### src/rtl/pe_stream_feeder.sv
// pe_stream_feeder: front end for pe_module.
// Holds a 3x3 kernel and buffers pixels in a small FIFO.
// On go it pulses start once, then streams one pixel per cycle.
// Each pixel is paired with one kernel column (0,1,2 rotating).
// Optional build macro PE_FEEDER_STALL_CNT_EN adds a stall_cnt output.
// stall_cnt counts STREAM cycles that found the FIFO empty.
module pe_stream_feeder #(
  parameter int FIFO_DEPTH = 4,
  parameter int LEN_W      = 12
) (
  input  logic             clk,
  input  logic             reset,
  input  logic             k_wr_en,
  input  logic [3:0]       k_wr_addr,
  input  logic [7:0]       k_wr_data,
  input  logic             pix_valid,
  input  logic [7:0]       pix_data,
  output logic             pix_ready,
  input  logic             go,
  input  logic [LEN_W-1:0] num_pixels,
  input  logic [2:0]       channel_in,
  output logic             busy,
  output logic             start,
  output logic             out_valid,
  output logic [7:0]       weight1,
  output logic [7:0]       weight2,
  output logic [7:0]       weight3,
  output logic [7:0]       img,
  output logic [2:0]       channel_packed,
  output logic             done
`ifdef PE_FEEDER_STALL_CNT_EN
  ,
  output logic [15:0]      stall_cnt
`endif
);

  localparam int AW = (FIFO_DEPTH > 2) ? $clog2(FIFO_DEPTH) : 1;
  localparam logic [AW:0] FULL_OCC = (AW+1)'(FIFO_DEPTH);

  typedef enum logic [1:0] {S_IDLE, S_START, S_STREAM, S_DONE} state_t;

  // One output beat as presented to the PE.
  typedef struct packed {
    logic [7:0] w1;
    logic [7:0] w2;
    logic [7:0] w3;
    logic [7:0] px;
  } beat_t;

  state_t state, nxt;

  // ---------------- pixel FIFO ----------------
  logic [FIFO_DEPTH-1:0][7:0] fifo_mem;
  logic [AW-1:0]              wr_ptr, rd_ptr;
  logic [AW:0]                occ;
  logic                       full, empty, push, pop;
  logic [7:0]                 head;

  assign full      = (occ == FULL_OCC);
  assign empty     = (occ == '0);
  assign pix_ready = !full;
  assign push      = pix_valid && pix_ready;
  assign pop       = (state == S_STREAM) && !empty;
  assign head      = fifo_mem[rd_ptr];

  // FIFO storage; contents need no reset since occupancy gates every read.
  always_ff @(posedge clk) begin
    if (push) fifo_mem[wr_ptr] <= pix_data;
  end

  // FIFO pointers and occupancy; push and pop together leave occ unchanged.
  always_ff @(posedge clk) begin
    if (reset) begin
      wr_ptr <= '0;
      rd_ptr <= '0;
      occ    <= '0;
    end else begin
      if (push) wr_ptr <= wr_ptr + 1'b1;
      if (pop)  rd_ptr <= rd_ptr + 1'b1;
      case ({push, pop})
        2'b10:   occ <= occ + 1'b1;
        2'b01:   occ <= occ - 1'b1;
        default: occ <= occ;
      endcase
    end
  end

  // ---------------- kernel registers ----------------
  logic [8:0][7:0] kern;

  // Kernel writes only land while idle so a running job sees a stable kernel.
  always_ff @(posedge clk) begin
    if (reset) begin
      kern <= '0;
    end else if (state == S_IDLE && k_wr_en && k_wr_addr <= 4'd8) begin
      kern[k_wr_addr] <= k_wr_data;
    end
  end

  // ---------------- job bookkeeping ----------------
  logic [LEN_W-1:0] len_q, cnt_q;
  logic [1:0]       col_q;
  logic [3:0]       idx1, idx2, idx3;
  logic             last_pop;
  beat_t            beat_d, beat_q;

  assign idx1     = {2'b00, col_q};
  assign idx2     = idx1 + 4'd3;
  assign idx3     = idx1 + 4'd6;
  assign last_pop = pop && (cnt_q == len_q - 1'b1);

  // Weights are read live from the kernel for the current column.
  always_comb begin
    beat_d.w1 = kern[idx1];
    beat_d.w2 = kern[idx2];
    beat_d.w3 = kern[idx3];
    beat_d.px = head;
  end

  // State register.
  always_ff @(posedge clk) begin
    if (reset) state <= S_IDLE;
    else       state <= nxt;
  end

  // Next-state and control outputs; go is only honoured while idle.
  always_comb begin
    nxt   = state;
    busy  = 1'b0;
    start = 1'b0;
    done  = 1'b0;
    case (state)
      S_IDLE: begin
        if (go) nxt = (num_pixels != '0) ? S_START : S_DONE;
      end
      S_START: begin
        start = 1'b1;
        busy  = 1'b1;
        nxt   = S_STREAM;
      end
      S_STREAM: begin
        busy = 1'b1;
        if (last_pop) nxt = S_DONE;
      end
      S_DONE: begin
        done = 1'b1;
        nxt  = S_IDLE;
      end
      default: nxt = S_IDLE;
    endcase
  end

  // Job length, channel tag, column/count tracking and registered beat.
  always_ff @(posedge clk) begin
    if (reset) begin
      len_q          <= '0;
      cnt_q          <= '0;
      col_q          <= '0;
      channel_packed <= '0;
      out_valid      <= 1'b0;
      beat_q         <= '0;
    end else begin
      if (state == S_IDLE && go) begin
        len_q          <= num_pixels;
        channel_packed <= channel_in;
      end
      if (state == S_START) begin
        col_q <= '0;
        cnt_q <= '0;
      end
      out_valid <= pop;
      if (pop) begin
        beat_q <= beat_d;
        col_q  <= (col_q == 2'd2) ? 2'd0 : col_q + 2'd1;
        cnt_q  <= cnt_q + 1'b1;
      end
    end
  end

  assign weight1 = beat_q.w1;
  assign weight2 = beat_q.w2;
  assign weight3 = beat_q.w3;
  assign img     = beat_q.px;

`ifdef PE_FEEDER_STALL_CNT_EN
  // Saturating count of empty-FIFO stream cycles; kept after done for readout.
  always_ff @(posedge clk) begin
    if (reset || state == S_START) begin
      stall_cnt <= '0;
    end else if (state == S_STREAM && empty && stall_cnt != 16'hFFFF) begin
      stall_cnt <= stall_cnt + 16'd1;
    end
  end
`endif

endmodule
### config.mk
export PLATFORM = sky130hd
export DESIGN_NAME = pe_stream_feeder
export DESIGN_NICKNAME = d
export VERILOG_FILES = /design/src/rtl/pe_stream_feeder.sv
export SDC_FILE = /design/constraint.sdc
export NUM_CORES = 1
export LEC_CHECK = 0
export BUFFER_PORTS_ARGS = -buffer_cell sky130_fd_sc_hd__buf_2
export CORE_ASPECT_RATIO = 0.5
export CORE_MARGIN = 2
export CORE_UTILIZATION = 30
export CTS_CLUSTER_DIAMETER = 60
export DETAILED_ROUTE_END_ITERATION = 12
export PLACE_DENSITY = 0.52
export SLEW_MARGIN = 20
export SYNTH_ARGS = -nofsm -noshare
export SYNTH_HDL_FRONTEND = slang
export SYNTH_SLANG_ARGS = --single-unit
### constraint.sdc
create_clock -name clk -period 8.2 [get_ports clk]
set_clock_uncertainty 0.2 [all_clocks]
set_input_delay 0.41 -clock clk [delete_from_list [all_inputs] [get_ports clk]]
set_output_delay 0.41 -clock clk [all_outputs]
set_load 0.05 [all_outputs]
After elaboration in Yosys (flattened, before gate mapping):

Cells that the tools add are included.

* add/sub/neg operators: 9
* $mul: 0
* div/mod/pow operators: 0
* $lt $le $gt $ge: 9
* equality and inequality tests: 10
* shifts and indexed selects: 0
* mux-type cells: 27
* bitwise gates (word level): 0
* reductions and logical operators: 17

Operator list (count)
* $bwmux 72: 1
* $bmux 8 s4: 2
* $mux 8: 6
* $bmux 8 s2: 2
* $bwmux 32: 1
* $demux 8 s4: 1
* $mux 12: 2
* $demux 8 s2: 1
* $add 12x1->12 const B: 1
* $eq 12x12->1: 1
* $mux 2: 6
* $reduce_bool 12->1: 1
* $sub 12x1->12 const B: 1
* $lt 4x5->1 const B: 2
* $eq 2x2->1 const B: 4
* $logic_and 1x1->1: 8
* $pmux 2 s4: 1
* $add 2x1->2 const B: 3
* $lt 2x3->1 const B: 2
* $pmux 3 s2: 1
* $lt 2x5->1 const B: 1
* $lt 3x5->1 const B: 1
* $add 2x3->4 const B: 1
* $eq 2x1->1 const B: 2
* other kinds (15): 20

* bits in registers: 175
* latch bits: 0
* RAM bits: 0
* bits in read-only memories: 0
* input bits: 40
* output and inout port bits: 40
* memories kept: 0

Longest topological paths before layout:

Gate-level depths: netlist of run 1.

* depth in word-level cells: 6
* mapped depth: 11
* mapped depth without buffers: 10

Worst setup path before layout of run 1:

No wires, ideal clock.

* kind: register to register
* start point: register col_q[0]
* end point: register beat_q, in the netlist weight2[5]
* data arrival time: 2.561 ns
* setup slack: 5.301 ns
* cell stages (with the launch flop): 11
* path buffers: 5
* period minus slack after synthesis: 2.899 ns
* cells stage by stage: dfxtp_1 -> clkbuf_1 -> buf_1 -> clkbuf_1 -> inv_1 -> ha_1 -> buf_1 -> clkbuf_1 -> mux4_2 -> mux2i_1 -> a211oi_1

* word-level cells in the longest chain between the ends: 3

Ends and longest elaborated chain
* start, declared: RTL line 102 `logic [1:0] col_q;`
* start signal, assigned: RTL line 174 `col_q <= (col_q == 2'd2) ? 2'd0 : col_q + 2'd1;`
* $add 2x2->3: RTL line 108 `assign idx2 = idx1 + 4'd3;`
* $bmux 8 s4: RTL line 115 `beat_d.w2 = kern[idx2];`
* $mux 8 (implied by the code): RTL line 115
* end signal, assigned: RTL line 173 `beat_q <= beat_d;`
* end, declared: RTL line 105 `beat_t beat_d, beat_q;`

No other way between the ends. The select of a mux whose other input is x is not followed.
A chain may end at the register's enable or synchronous reset.

Worst setup path in the final report of run 1:

* start point: register state[0]
* end point: register state[1]

* word-level cells in the longest chain between the ends: 5
* elaborated cells between the ends (all ways): 10
* classes of those cells: 5 x eq/ne; 1 x mux; 4 x reduce/logical

Ends and longest elaborated chain
* start, declared: RTL line 50 `state_t state, nxt;`
* start signal, assigned: RTL line 123 `else state <= nxt;`
* $eq 2x2->1: RTL line 63, 132
* $logic_and 1x1->1: RTL line 63 `assign pop = (state == S_STREAM) && !empty;`
* $logic_and 1x1->1: RTL line 110 `assign last_pop = pop && (cnt_q == len_q - 1'b1);`
* $ne 2x2->1 (no source line)
* $reduce_and 2->1 (no source line)

Several ways; a longest one is shown, not always the timed one.

==> flow_summary.ini, run 1 <==
[status]
outcome = complete, no violations

[timing]
fin_crit_sh_pct = 35.4
maxSlewViolCount = 0
setup_slack_ps = 5300
rsz0062_at_grt = no
fin_tns_setup_ps = 0
layout_min_cycle_time_ps = 2900
worst_slew_pin_slew_ps = 879
fmax_ghz = 0.344
setup_violations = 0
hold_viol_final = 0
relSlewSlack_pct = 41.4

[power]
p_clk_share_pct = 39.0
p_per_area_mw_per_mm2 = 243
combPwrFrac_pct = 18.4
p_switching_mw = 0.676
seqPwrFrac_pct = 42.6
netSwitchingFraction_pct = 29.8
ir_worst_vdd_uv = 120
p_int_mw = 1.59
power_leakage_nw = 3.58

[hold_path]
hp-class = in2reg
holdPathStages = 3
min_to = channel_packed[2]
hp-start = channel_in[2]

[placed_design]
post-dp-hpwl_um = 13000
post_dp_cell_area_mm2 = 0.00859
port_buffers = 79
pre_cts_slack_ps = 5310
gp_congestion = 0.814

[worst_setup_path]
reg2reg_slack_ps = 5300
timing.rr.start = state[0]
r2r_end = state[1]
crit_path_end_kind = flip-flop
start_kind = flip-flop
critPathMaxFanout = 27
crit_type = reg2reg
worst_r2r_path_depth = 10
arrival_ps = 3040
crit_required_ps = 8330

[finish]
layout-drive-gt1-share_pct = 19.3
multiInputGateArea_mm2 = 0.00381
area_growth_pct = 18.2
nNetsFinal = 888
final_area_mm2 = 0.00933
fin_util_pct = 36.5
final_common_cell = dfxtp_1
fill_cells = 2521
mostFrequentLayoutCells = dfxtp_1, nor2_1, nand2_1, mux2i_1, buf_2
seq_area_mm2 = 0.00382

[global_routing]
antenna_found_initial = 1
grtUsageTotal_pct = 14.6
overflow = 0
grt_pass1_vias = 5674
grt_pass1_wl_um = 31100
grt_max_degree = 77

[yosys]
seq_area_frac_synth_pct = 48.4
netlist_area_mm2 = 0.00790
synthCells = 774
synth_edf_count = 32
synth_cell_types = 53
synth_area_per_cell_um2 = 10.2
async_flop_share_pct = 0
ys_ff_latch = 175
synth_warnings = 0
syn_nets = 830
synthFlopType = dfxtp_1

[floorplan]
die_x_um = 233
rows = 41
ios = 80
dieHeight_um = 119
initial_core_util_pct = 30.9
core_mm2 = 0.0255
die-area_mm2 = 0.0277

[clock_network]
clk_latency_ps = 430
cts_root_buf = clkbuf_16
cts.sinks = 175
postCtsHoldBufs = 9
cts_tree = done
cts-htree-levels = 4
clk_pin_slew_ps = 70
cts_setup_buffers = 0
cts.path.max_buffers = 2
cts.repair.resized = 0
cts-buffers-inserted = 17

[routing]
vias_per_cell = 4.86
drt-total-wl_um = 19500
dr.first_iter.drc_count = 474
via_count = 5778
ant_nets = 0
drt-pass1-iter-count = 4
drt_drc_violations_left = 0
wl_per_cell_um = 16.4

[job]
drv_cap = 0
[area by class of cell]
cell class | count | area share, %
inverter | 17 | 0.684
clock buffer | 21 | 5.18
antenna | 1 | 0.0268
multi-input combinational | 524 | 40.8
sequential | 175 | 41.0
timing repair buffer | 97 | 5.95
tap | 344 | 4.61
clock inverter | 11 | 1.76
[critical path: stages, from the launching register on]
cell	delay, ps
dfxtp_1	350
inv_1	110
ha_1	220
o31ai_4	80
buf_4	240
or4_1	540
a21oi_1	140
o22ai_1	90
a31o_1	210
o41a_1	400
a311oi_1	230
[how the worst max path moves through the flow]
stage                     slack (ps)         end  cells after the start  startpoint
after floorplan                 5300  weight2[5]                     10    col_q[0]
final                           5300    state[1]                     10    state[0]
after detailed placement        5310    state[1]                     10    state[0]
after global placement          5350    state[1]                     10    state[0]
after CTS                       5280    state[1]                     10    state[0]
after global routing            5070    state[1]                      9    len_q[0]
[power by group through the flow]
stage	logic, mW	clock network [mW]	registers, mW
3_5_place_dp	0.419	0	0.988
5_1_grt	0.460	0.939	0.975
2_1_floorplan	0.270	0	1.02
3_3_place_gp	0.416	0	0.986
6_report	0.419	0.885	0.968
4_1_cts	0.424	0.901	0.968
[metrics by stage]
stage	std cells	power (mW)	hold slack (ps)
4_1_cts	1189	2.29	0.435
3_5_place_dp	1148	1.41	247
3_3_place_gp	1148	1.40	241
2_1_floorplan	774	1.29	250
6_report	1190	2.27	15.5
5_1_grt	1189	2.37	10.9
[state kept, by name (all words and copies together), names as in the netlist]
register	count
channel_packed	3
state	2
weight3	8
img	8
len_q	12
cnt_q	12
wr_ptr	2
rd_ptr	2
kern	72
out_valid	1
occ	3
weight1	8
fifo_mem	32
col_q	2
weight2	8
[synth_stat cells (2+ instances only)]
master / n / share of area [%]
or3_1: 3 / 0.24
dfxtp_1: 143 / 36
buf_1: 15 / 0.71
nor2b_1: 3 / 0.24
and2_1: 3 / 0.24
o211ai_1: 2 / 0.19
nand2_1: 90 / 4.3
nor4_1: 5 / 0.40
mux2i_1: 88 / 11
a21oi_1: 49 / 3.1
ha_1: 15 / 2.4
a31oi_1: 2 / 0.16
inv_1: 16 / 0.76
nor3b_1: 3 / 0.29
a211oi_1: 10 / 0.95
mux4_2: 32 / 9.1
xor2_1: 6 / 0.67
xnor2_1: 12 / 1.3
o221ai_1: 8 / 0.89
o21a_1: 3 / 0.29
nand3b_1: 4 / 0.38
edfxtp_1: 32 / 12
clkbuf_1: 42 / 2.0
a311oi_1: 5 / 0.55
and3_1: 6 / 0.48
nand3_1: 13 / 0.82
nor2_1: 115 / 5.5
or4_1: 3 / 0.29
nor3_1: 8 / 0.51
o21ai_0: 14 / 0.89
nand4_1: 2 / 0.16
[cells by family after synthesis]
family          share of synthesized area [%]
compound gates                           8.23
xor+xnor                                 2.00
buf+inv                                  3.58
simple gates                             14.8
mux                                      20.3
fa+ha+maj                                2.63
flops                                    48.4
[routing by layer]
layer,up-vias,GRT usage [%],wire (um)
li1,2852,-,-
met1,2841,19.5,9380
met2,73,23.2,9050
met3,12,3.84,751
met4,0,4.39,282
met5,-,0,0
Note: power is estimated with default switching activity, not from simulation.
==> inputs of run 2 (changes only) <==
==> constraint.sdc (replaced) <==
create_clock -name clk -period 2.8 [get_ports clk]
set_clock_uncertainty 0.2 [all_clocks]
set_input_delay 0.14 -clock clk [delete_from_list [all_inputs] [get_ports clk]]
set_output_delay 0.14 -clock clk [all_outputs]
set_load 0.05 [all_outputs]
==> flow_summary.ini, run 2 (same netlist as run 1, synthesis figures left out) <==
[finish]
largest_reg_flops = 72
mostFrequentLayoutCells = dfxtp_1, nor2_1, nand2_1, mux2i_1, buf_2
final_common_cell = dfxtp_1
antenna_cells = 0
fill_cells = 2535
reg_top3 = kern (72), fifo_mem (32)
area_growth_pct = 22.7
largest_register = kern
nNetsFinal = 926
layout-drive-gt1-share_pct = 20.0
final_cell_count_no_fill = 1227

[global_routing]
overflow = 0
grt_pass1_wl_um = 31900
grt_max_degree = 83
grtUsageTotal_pct = 14.9
grt_pass1_vias = 5851
antenna_found_initial = 0

[timing]
relSlewSlack_pct = 56.3
layout_min_cycle_time_ps = 2640
setup_violations = 0
hold_viol_final = 0
rsz0062_at_grt = no
fin_tns_setup_ps = 0
hold_slack_ps = 117
fin_crit_sh_pct = 94.4
maxSlewViolCount = 0
worst_slew_pin_slew_ps = 655
fmax_ghz = 0.378

[routing]
dr.first_iter.drc_count = 374
vias_per_cell = 4.85
wl_per_cell_um = 16.4
route.met3.wl_um = 711
drt_drc_violations_left = 0
drt-total-wl_um = 20100
highest_layer = met4
wl_met2_um = 9500
ant_nets = 0
drt-pass1-iter-count = 5
via_count = 5954
met1_length_um = 9720

[power]
power_leakage_nw = 3.73
power_mw = 6.65
p_per_area_mw_per_mm2 = 686
ir_worst_vdd_uv = 353

[floorplan]
core_mm2 = 0.0255
die_x_um = 233
rows = 41
initial_core_util_pct = 30.9
ios = 80
dieHeight_um = 119
die-area_mm2 = 0.0277

[clock_network]
cts-htree-levels = 4
cts_tree = done
cts_root_buf = clkbuf_16
cts-buffers-inserted = 17
clk_pin_slew_ps = 70
cts_setup_buffers = 0
clk_latency_ps = 440
cts.path.max_buffers = 2
cts.sinks = 175

[worst_setup_path]
start_kind = flip-flop
crit_type = reg2reg
reg2reg_slack_ps = 160
crit_chain = inv_1 -> ha_1 -> nor2b_1 -> or4_1 -> a21oi_1 -> o22ai_1 -> a31o_1 -> o41a_1 -> a311oi_1
crit_path_end_kind = flip-flop
arrival_ps = 2790
worst_r2r_path_depth = 9
crit_required_ps = 2940
r2r_end = state[1]
slowest_stage = or4_1
crit_start = state[0]
critPathMaxFanout = 4
timing.rr.start = state[0]
max_stage_delay_ps = 500

[placed_design]
dp.cells = 1162
port_buffers = 79
post-dp-hpwl_um = 13200
gp_congestion = 0.844

[job]
drv_cap = 0

[hold_path]
min_to = kern[69]
hp-start = k_wr_addr[3]
hp-class = in2reg
holdPathStages = 5

[status]
outcome = complete, no violations
-- run 2: stage by stage --
| step | setup slack (ps) | cell area [um2] | utilization (%) |
|---|---|---|---|
| 2_1_floorplan | 57.0 | 7900 | - |
| 3_3_place_gp | 174 | 8730 | 34.2 |
| 3_5_place_dp | 84.1 | 8730 | 34.2 |
| 4_1_cts | 71.3 | 9670 | 37.9 |
| 5_1_grt | 29.5 | 9690 | 37.9 |
| 6_report | 155 | 9690 | 37.9 |
-- run 2: final cells by class --
class                   count  area [um2]  area share (%)
clock inverters            11         143            1.47
clock buffers              21         472            4.87
flip-flops and latches    175        3830            39.5
multi-input cells         524        3810            39.4
repair buffers            135         942            9.72
inverters                  17        63.8           0.658
well taps                 344         430            4.44
-- run 2: power by group --
part | total (mW) | leakage, nW | internal [mW] | switching, mW
clock | 2.49 | 0.298 | 1.42 | 1.07
combinational | 1.33 | 1.98 | 0.494 | 0.834
sequential | 2.83 | 1.45 | 2.71 | 0.120
total | 6.65 | 3.73 | 4.63 | 2.02
-- run 2: worst max path at each step --
stage / end / slack [ps]
after global routing: state[1] / 30
after floorplan: occ[2] / 60
final: state[1] / 160
after global placement: state[1] / 170
after CTS: occ[2] / 70
after detailed placement: occ[2] / 80
-- run 2: repair_timing --
action / in CTS / in global routing
endpoints found under the hold margin: 145 / 0
setup endpoints to repair: 0 / 2
hold buffers: 33 / 0
gates resized for setup: 0 / 5
-- run 2: layer usage --
layer,vias to the layer above,global-route usage [%]
met5,-,0
met4,0,3.92
met3,13,3.69
met2,82,24.0
met1,2926,20.0
li1,2933,-
-- run 2: critical path: cells and delay by family (launching register included) --
kind | cells | cell delay (ps)
AND/OR/NAND/NOR | 2 | 640
buffers and inverters | 1 | 90
AO/OA/AOI/OAI | 5 | 1050
adder cells (fa/ha/maj) | 1 | 220
flip-flops | 1 | 360
